[src/rtl/rot_shift_reg_seq_if.sv]
// Command/data bundle for rot_shift_reg_seq.
// Handshake: the master pulses start (with dir/rot/fill/steps) while busy is low.
// The command is accepted on that edge. busy stays high while it executes.
// done pulses for one cycle when it completes. A parallel load aborts a
// running command without a done pulse.
// state_dbg mirrors the sequencer state (1 = RUN) for observation.
interface rot_shift_reg_seq_if #(
    parameter int WIDTH  = 8,
    parameter int STEP_W = 4
);
    logic              load;
    logic [WIDTH-1:0]  d;
    logic              start;
    logic              dir;
    logic              rot;
    logic              fill;
    logic [STEP_W-1:0] steps;
    logic [WIDTH-1:0]  q;
    logic              busy;
    logic              done;
    logic              state_dbg;

    modport master (
        output load, d, start, dir, rot, fill, steps,
        input  q, busy, done, state_dbg
    );

    modport slave (
        input  load, d, start, dir, rot, fill, steps,
        output q, busy, done, state_dbg
    );
endinterface

[src/rtl/rot_shift_reg_seq.sv]
// Generic-width rotating/shifting register with parallel load and a
// multi-step command engine (start -> busy for the programmed steps -> done).
// Optional build macro ROTSHIFT_BARREL_EN: when defined, the whole move is
// applied in a single RUN cycle through a barrel rotator/shifter. The final q
// is the same in both builds; only the busy length differs.
module rot_shift_reg_seq #(
    parameter int WIDTH  = 8,
    parameter int STEP_W = 4
) (
    input  logic               clock,
    input  logic               resetn,
    rot_shift_reg_seq_if.slave bus
);

    typedef enum logic {
        IDLE = 1'b0,
        RUN  = 1'b1
    } state_t;

    state_t            state_q;
    logic [WIDTH-1:0]  q_q;
    logic [WIDTH-1:0]  move_d;
    logic              busy_q;
    logic              done_q;
    logic [STEP_W-1:0] cnt_q;
    logic              dir_q;
    logic              rot_q;
    logic              fill_q;

    // One-position move. dir=0 moves toward the MSB, dir=1 toward the LSB.
    // The vacated end takes the wrapped bit (rotate) or the fill bit (shift).
    function automatic logic [WIDTH-1:0] step_once(
        input logic [WIDTH-1:0] v,
        input logic             mv_dir,
        input logic             mv_rot,
        input logic             mv_fill
    );
        logic in_bit;
        if (!mv_dir) begin
            in_bit = mv_rot ? v[WIDTH-1] : mv_fill;
            return {v[WIDTH-2:0], in_bit};
        end else begin
            in_bit = mv_rot ? v[0] : mv_fill;
            return {in_bit, v[WIDTH-1:1]};
        end
    endfunction

    // Full multi-position move in one step. A rotate only needs n mod WIDTH
    // positions. A shift of WIDTH or more leaves nothing but fill.
    function automatic logic [WIDTH-1:0] barrel_move(
        input logic [WIDTH-1:0]  v,
        input logic              mv_dir,
        input logic              mv_rot,
        input logic              mv_fill,
        input logic [STEP_W-1:0] n
    );
        int               k;
        int               n_i;
        logic [WIDTH-1:0] ones;
        logic [WIDTH-1:0] mask;
        logic [WIDTH-1:0] res;
        ones = '1;
        mask = '0;
        n_i  = int'(n);
        k    = n_i % WIDTH;
        if (mv_rot) begin
            if (k == 0) begin
                res = v;
            end else if (!mv_dir) begin
                res = (v << k) | (v >> (WIDTH - k));
            end else begin
                res = (v >> k) | (v << (WIDTH - k));
            end
        end else begin
            if (n_i >= WIDTH) begin
                res = {WIDTH{mv_fill}};
            end else if (!mv_dir) begin
                mask = ~(ones << n_i);
                res  = (v << n_i) | (mv_fill ? mask : '0);
            end else begin
                mask = ~(ones >> n_i);
                res  = (v >> n_i) | (mv_fill ? mask : '0);
            end
        end
        return res;
    endfunction

    // Next register value for a RUN edge, driven only by the latched command.
`ifdef ROTSHIFT_BARREL_EN
    always_comb begin
        move_d = barrel_move(q_q, dir_q, rot_q, fill_q, cnt_q);
    end
`else
    always_comb begin
        move_d = step_once(q_q, dir_q, rot_q, fill_q);
    end
`endif

    // Sequencer and datapath. The priority on each edge is reset, then load, then start, then a run step.
    always_ff @(posedge clock) begin
        if (!resetn) begin
            state_q <= IDLE;
            q_q     <= '0;
            busy_q  <= 1'b0;
            done_q  <= 1'b0;
            cnt_q   <= '0;
            dir_q   <= 1'b0;
            rot_q   <= 1'b0;
            fill_q  <= 1'b0;
        end else begin
            done_q <= 1'b0;
            case (state_q)
                IDLE: begin
                    if (bus.load) begin
                        q_q <= bus.d;
                    end else if (bus.start) begin
                        if (bus.steps != '0) begin
                            // Capture the command so later input changes cannot disturb it.
                            dir_q   <= bus.dir;
                            rot_q   <= bus.rot;
                            fill_q  <= bus.fill;
                            cnt_q   <= bus.steps;
                            busy_q  <= 1'b1;
                            state_q <= RUN;
                        end else begin
                            // A zero-length command completes immediately without going busy.
                            done_q <= 1'b1;
                        end
                    end
                end
                RUN: begin
                    if (bus.load) begin
                        // Abort: the new data wins and no completion is signalled.
                        q_q     <= bus.d;
                        cnt_q   <= '0;
                        busy_q  <= 1'b0;
                        state_q <= IDLE;
                    end else begin
                        q_q <= move_d;
`ifdef ROTSHIFT_BARREL_EN
                        cnt_q   <= '0;
                        busy_q  <= 1'b0;
                        done_q  <= 1'b1;
                        state_q <= IDLE;
`else
                        cnt_q <= cnt_q - 1'b1;
                        if (cnt_q == STEP_W'(1)) begin
                            busy_q  <= 1'b0;
                            done_q  <= 1'b1;
                            state_q <= IDLE;
                        end
`endif
                    end
                end
                default: begin
                    state_q <= IDLE;
                    busy_q  <= 1'b0;
                end
            endcase
        end
    end

    assign bus.q         = q_q;
    assign bus.busy      = busy_q;
    assign bus.done      = done_q;
    assign bus.state_dbg = (state_q == RUN);

endmodule

[src/flat_wrapper.sv]
// flat-port wrapper written by rule: the top's interface ports become plain ports
module rot_shift_reg_seq_flat 
#(
    parameter int WIDTH  = 8,
    parameter int STEP_W = 4
)
  (clock, resetn, bus_load, bus_d, bus_start, bus_dir, bus_rot, bus_fill, bus_steps, bus_q, bus_busy, bus_done, bus_state_dbg);
  rot_shift_reg_seq_if #(.WIDTH(WIDTH), .STEP_W(STEP_W)) bus_i ();
  input  logic clock;
  input  logic resetn;
  input wire logic [$bits(bus_i.load)-1:0] bus_load;
  input wire logic [$bits(bus_i.d)-1:0] bus_d;
  input wire logic [$bits(bus_i.start)-1:0] bus_start;
  input wire logic [$bits(bus_i.dir)-1:0] bus_dir;
  input wire logic [$bits(bus_i.rot)-1:0] bus_rot;
  input wire logic [$bits(bus_i.fill)-1:0] bus_fill;
  input wire logic [$bits(bus_i.steps)-1:0] bus_steps;
  output wire logic [$bits(bus_i.q)-1:0] bus_q;
  output wire logic [$bits(bus_i.busy)-1:0] bus_busy;
  output wire logic [$bits(bus_i.done)-1:0] bus_done;
  output wire logic [$bits(bus_i.state_dbg)-1:0] bus_state_dbg;
  assign bus_i.load = bus_load;
  assign bus_i.d = bus_d;
  assign bus_i.start = bus_start;
  assign bus_i.dir = bus_dir;
  assign bus_i.rot = bus_rot;
  assign bus_i.fill = bus_fill;
  assign bus_i.steps = bus_steps;
  assign bus_q = bus_i.q;
  assign bus_busy = bus_i.busy;
  assign bus_done = bus_i.done;
  assign bus_state_dbg = bus_i.state_dbg;
  rot_shift_reg_seq #(.WIDTH(WIDTH), .STEP_W(STEP_W)) u_core (.clock(clock), .resetn(resetn), .bus(bus_i));
endmodule
[config.mk]
export PLATFORM = sky130hd
export DESIGN_NAME = rot_shift_reg_seq_flat
export DESIGN_NICKNAME = d
export VERILOG_FILES = /design/src/rtl/rot_shift_reg_seq_if.sv /design/src/rtl/rot_shift_reg_seq.sv /design/src/flat_wrapper.sv
export SDC_FILE = /design/constraint.sdc
export NUM_CORES = 1
export LEC_CHECK = 0
export CELL_PAD_IN_SITES_DETAIL_PLACEMENT = 1
export CELL_PAD_IN_SITES_GLOBAL_PLACEMENT = 2
export CORE_UTILIZATION = 28
export CTS_BUF_LIST = sky130_fd_sc_hd__clkbuf_4 sky130_fd_sc_hd__clkbuf_8
export DETAILED_ROUTE_END_ITERATION = 8
export PLACE_DENSITY_LB_ADDON = 0.08
export SYNTH_ARGS = -nofsm -noshare
export SYNTH_HDL_FRONTEND = slang
export SYNTH_SLANG_ARGS = --single-unit
export TNS_END_PERCENT = 20
[constraint.sdc]
create_clock -name clock -period 1.3 [get_ports clock]
set_input_delay 0.325 -clock clock [delete_from_list [all_inputs] [get_ports clock]]
set_output_delay 0.325 -clock clock [all_outputs]
set_load 0.03 [all_outputs]
==> metrics.md, run 1 <==
| Metric | Value |
|---|---|
| Clock Power Share | `26.7%` |
| Worst-path cell chain | `or4_1 -> a21oi_1 -> o211a_1` |
| Final Non-Filler Cells | `slightly below 200` |
| Crit path max fanout | `4` |
| Die W | `61.9 µm` |
| Worst endpoint required time | `1.55 ns` |
| CP Capture Type | `flop` |
| Layout net count | `174` |
| Crit Path Class | `reg2reg` |
| FILL cells | `393` |
| Vias in the first global route | `1011` |
| Final hold violations | `0` |
| Layout Area Growth over Synthesis | `42.8%` |
| Setup Skew | `between 0.003 and 0.004 ns` |
| Initial core utilization | `29.6%` |
| Max_cap viols | `0` |
| Logic gate share of total power | `25.4%` |
| DRT Pass-1 Iters | `4` |
| Fmax | `796 MHz` |
| Initial antenna violation count | `0` |
| Final period util | `96.7%` |
| Syn avg cell area | `between 8 and 9 µm²` |
| # setup viols final | `0` |
| Worst hold path type | `reg2reg` |
| Antenna violation net count after detailed routing | `0` |
| Critical Path Source Type | `flop` |
| Yosys cell types | `33` |
| Placed insts | `about 190` |
| Synth Cell Area | `0.00100 mm²` |
| Worst Path Arrival | `approximately 1.5 ns` |
| DR DRC count | `0` |
| Final worst slack | `0.0430 ns` |
| Placer congestion estimate | `0.767` |
| CTS Sinks | `18` |
| Worst slew pin tran | `0.341 ns` |
| Worst path max stage delay | `around 0.53 ns` |
| Post-synth ARST share | `0%` |
| Core area | `0.00339 mm²` |
| RSZ-0062 raised after global routing | `yes` |
| Top FF cell, synth | `dfxtp_1` |
| Ant. Diodes | `0` |
| Minimum clock period | `1.26 ns` |
| Inserted Clock Buffers | `3` |
| Slowest CP cell | `or4_1` |
| Slew margin rel. | `77.2%` |
| Site Rows | `21` |
| Post-Syn Nets | `134` |
| Fraction of layout instances using a drive strength above 1 | `between 20% and 30%` |
| Switching power | `0.000401 W` |
| Pwr Total | `around 0.0013 W` |
| Synthesized instance count | `between 100 and 150` |
| Flop pwr share | `47.9%` |
| Clk pin slew, worst setup/hold paths | `0.11 ns` |
| Final Max Tran Viols | `0` |
| Post-CTS Setup Inserts | `0` |
| Grt total ovfl | `0` |
| Cell-internal power | `between 0.0009 and 0.001 W` |
| Power Dens Cells | `approximately 930 mW/mm²` |
| H-Tree Depth | `1` |
| YS warnings | `0` |
| Sequential cell area fraction in the yosys report | `35.9%` |
| First-pass GRT wire length | `4.60 mm` |
| Register bit total from synthesis | `18` |
| Top-Level Pins | `30` |
| Die area | `0.00383 mm²` |
| WL per Instance | `13.9 µm` |
| First DRT Iteration DRCs | `13` |
| Status | `complete, no violations` |
| Buffers on Ports | `29` |
| Routed via count | `997` |
| Die Y | `61.9 µm` |
| Largest net degree at the start of global routing | `21` |
| Most frequent cells in the layout | `25 x buf_4, 14 x dfxtp_1, 12 x clkdlybuf4s50_1` |
| CTS tree | `yes` |
| Vias per cell | `5.04` |
| Net Sw Frac | `29.9%` |
| All-Layer GR Usage | `approximately 16%` |
| CTS Hold Bufs | `0` |
| CTS Root Cell | `clkbuf_4` |
| Most common cell after layout, fill and taps aside | `buf_4` |
| Post-DP HPWL | `2.14 mm` |
| CTS max path bufs | `2` |
| Post-synth EDFFs | `0` |
| Leak | `approximately 0.56 nW` |
| Routed WL | `2.75 mm` |
| Worst vdd ir | `0.000326 V` |
| Setup WS pre-CTS | `-0.440 ns` |
| Worst skew pair latency | `0.29 ns` |
-- layer usage --
layer / up-vias / part of all wire, % / track usage (%) / wire (µm)
li1: 494 / - / - / -
met1: 484 / 50 / 22.0 / 1390
met2: 17 / 46 / 27.3 / 1270
met3: 2 / 2.9 / 2.48 / 79
met4: 0 / 0.62 / 3.81 / 17
met5: - / 0 / 0 / 0
-- sequential cells by signal, summed over array words and instances, names as in the netlist --
signal                cells
u_core.bus.busy           1
u_core.bus.done           1
u_core.bus.q              8
u_core.bus.state_dbg      1
u_core.cnt_q              4
u_core.dir_q              1
u_core.fill_q             1
u_core.rot_q              1
-- path summary, 6_finish.rpt --
path / cells after the start / end / startpoint / slack [ns]
hold reg to reg: 2 / u_core.fill_q$_SDFFE_PN0P_ / u_core.fill_q$_SDFFE_PN0P_ / 0.46
setup reg to reg: 3 / u_core.cnt_q[3]$_SDFFE_PN0P_ / u_core.cnt_q[3]$_SDFFE_PN0P_ / 0.04
setup / recovery: 3 / u_core.cnt_q[3]$_SDFFE_PN0P_ / u_core.cnt_q[3]$_SDFFE_PN0P_ / 0.04
hold / removal: 2 / u_core.fill_q$_SDFFE_PN0P_ / u_core.fill_q$_SDFFE_PN0P_ / 0.46
-- critical path, delay by kind of cell (launching register included) --
| kind | cells | cell delay, ns |
|---|---|---|
| flops | 1 | 0.36 |
| compound gates | 2 | 0.32 |
| simple gates | 1 | 0.53 |
-- logic make-up (layout without fill, tap and decap cells) --
group	count (synthesis)	in the layout	share of synthesized area (%)
fa+ha+maj	2	2	2.49
flops	18	18	35.9
buf+inv	13	52	5.36
simple gates	35	35	20.7
compound gates	35	35	25.7
xor+xnor	1	1	0.873
mux	9	9	8.98
-- synthesized netlist by cell type, types with 2 or more instances --
cell type   n  area share [%]
a21boi_1    2             1.5
nand2_1     9             3.4
clkbuf_1    4             1.5
o21a_1      2             1.5
a211oi_1    6             4.5
o21ai_0     4             2.0
a31o_1      6             5.2
inv_1       5             1.9
buf_2       4             2.0
dfxtp_1    18              36
nor3b_1     4             3.0
nand2b_1    3             1.9
mux2i_1     9             9.0
nor2_1     10             3.7
nand3_1     2             1.0
a21oi_1     6             3.0
ha_1        2             2.5
o31a_1      2             1.7
-- metrics by stage --
| step | setup TNS, ns | utilization, % | instance area, µm² | hold slack (ns) |
|---|---|---|---|---|
| finish | 0 | 42.3 | 1430 | 0.465 |
| global route | -0.0153 | 42.3 | 1430 | 0.496 |
| CTS | 0 | 42.2 | 1430 | 0.473 |
| detailed placement | -7.17 | 41.1 | 1390 | 0.455 |
| global placement | -6.70 | 41.1 | 1390 | 0.444 |
| floorplan | 0 | - | 1000 | 0.435 |
-- power groups by stage --
stage	sequential, W	clock (W)	combinational [W]
5_1_grt	0.000649	0.000411	0.000377
4_1_cts	0.000641	0.000378	0.000347
6_report	0.000641	0.000358	0.000340
3_3_place_gp	0.000650	0	0.000345
3_5_place_dp	0.000651	0	0.000351
2_1_floorplan	0.000678	0	0.000154
-- cell type report --
cell class	instances	area, µm²	share of cell area (%)
Tap cell	46	57.6	4.02
Clock buffer	4	36.3	2.53
Timing Repair Buffer	43	360	25.2
Sequential cell	18	365	25.5
Multi-Input combinational cell	82	594	41.5
Inverter	5	18.8	1.31
-- timing repair --
action / 4_1_cts / 5_1_grt
pin swaps: 1 / 0
resized for setup: 9 / 2
endpoints found under the setup margin: 19 / 11
No activity file was read; power rests on OpenSTA's default activity.
==> run 2: changes to the inputs <==
GPL_ROUTABILITY_DRIVEN = 1   (was default)
==> results of run 2 <==
No change in the layout: final DEF, timing and power equal those of run 1.
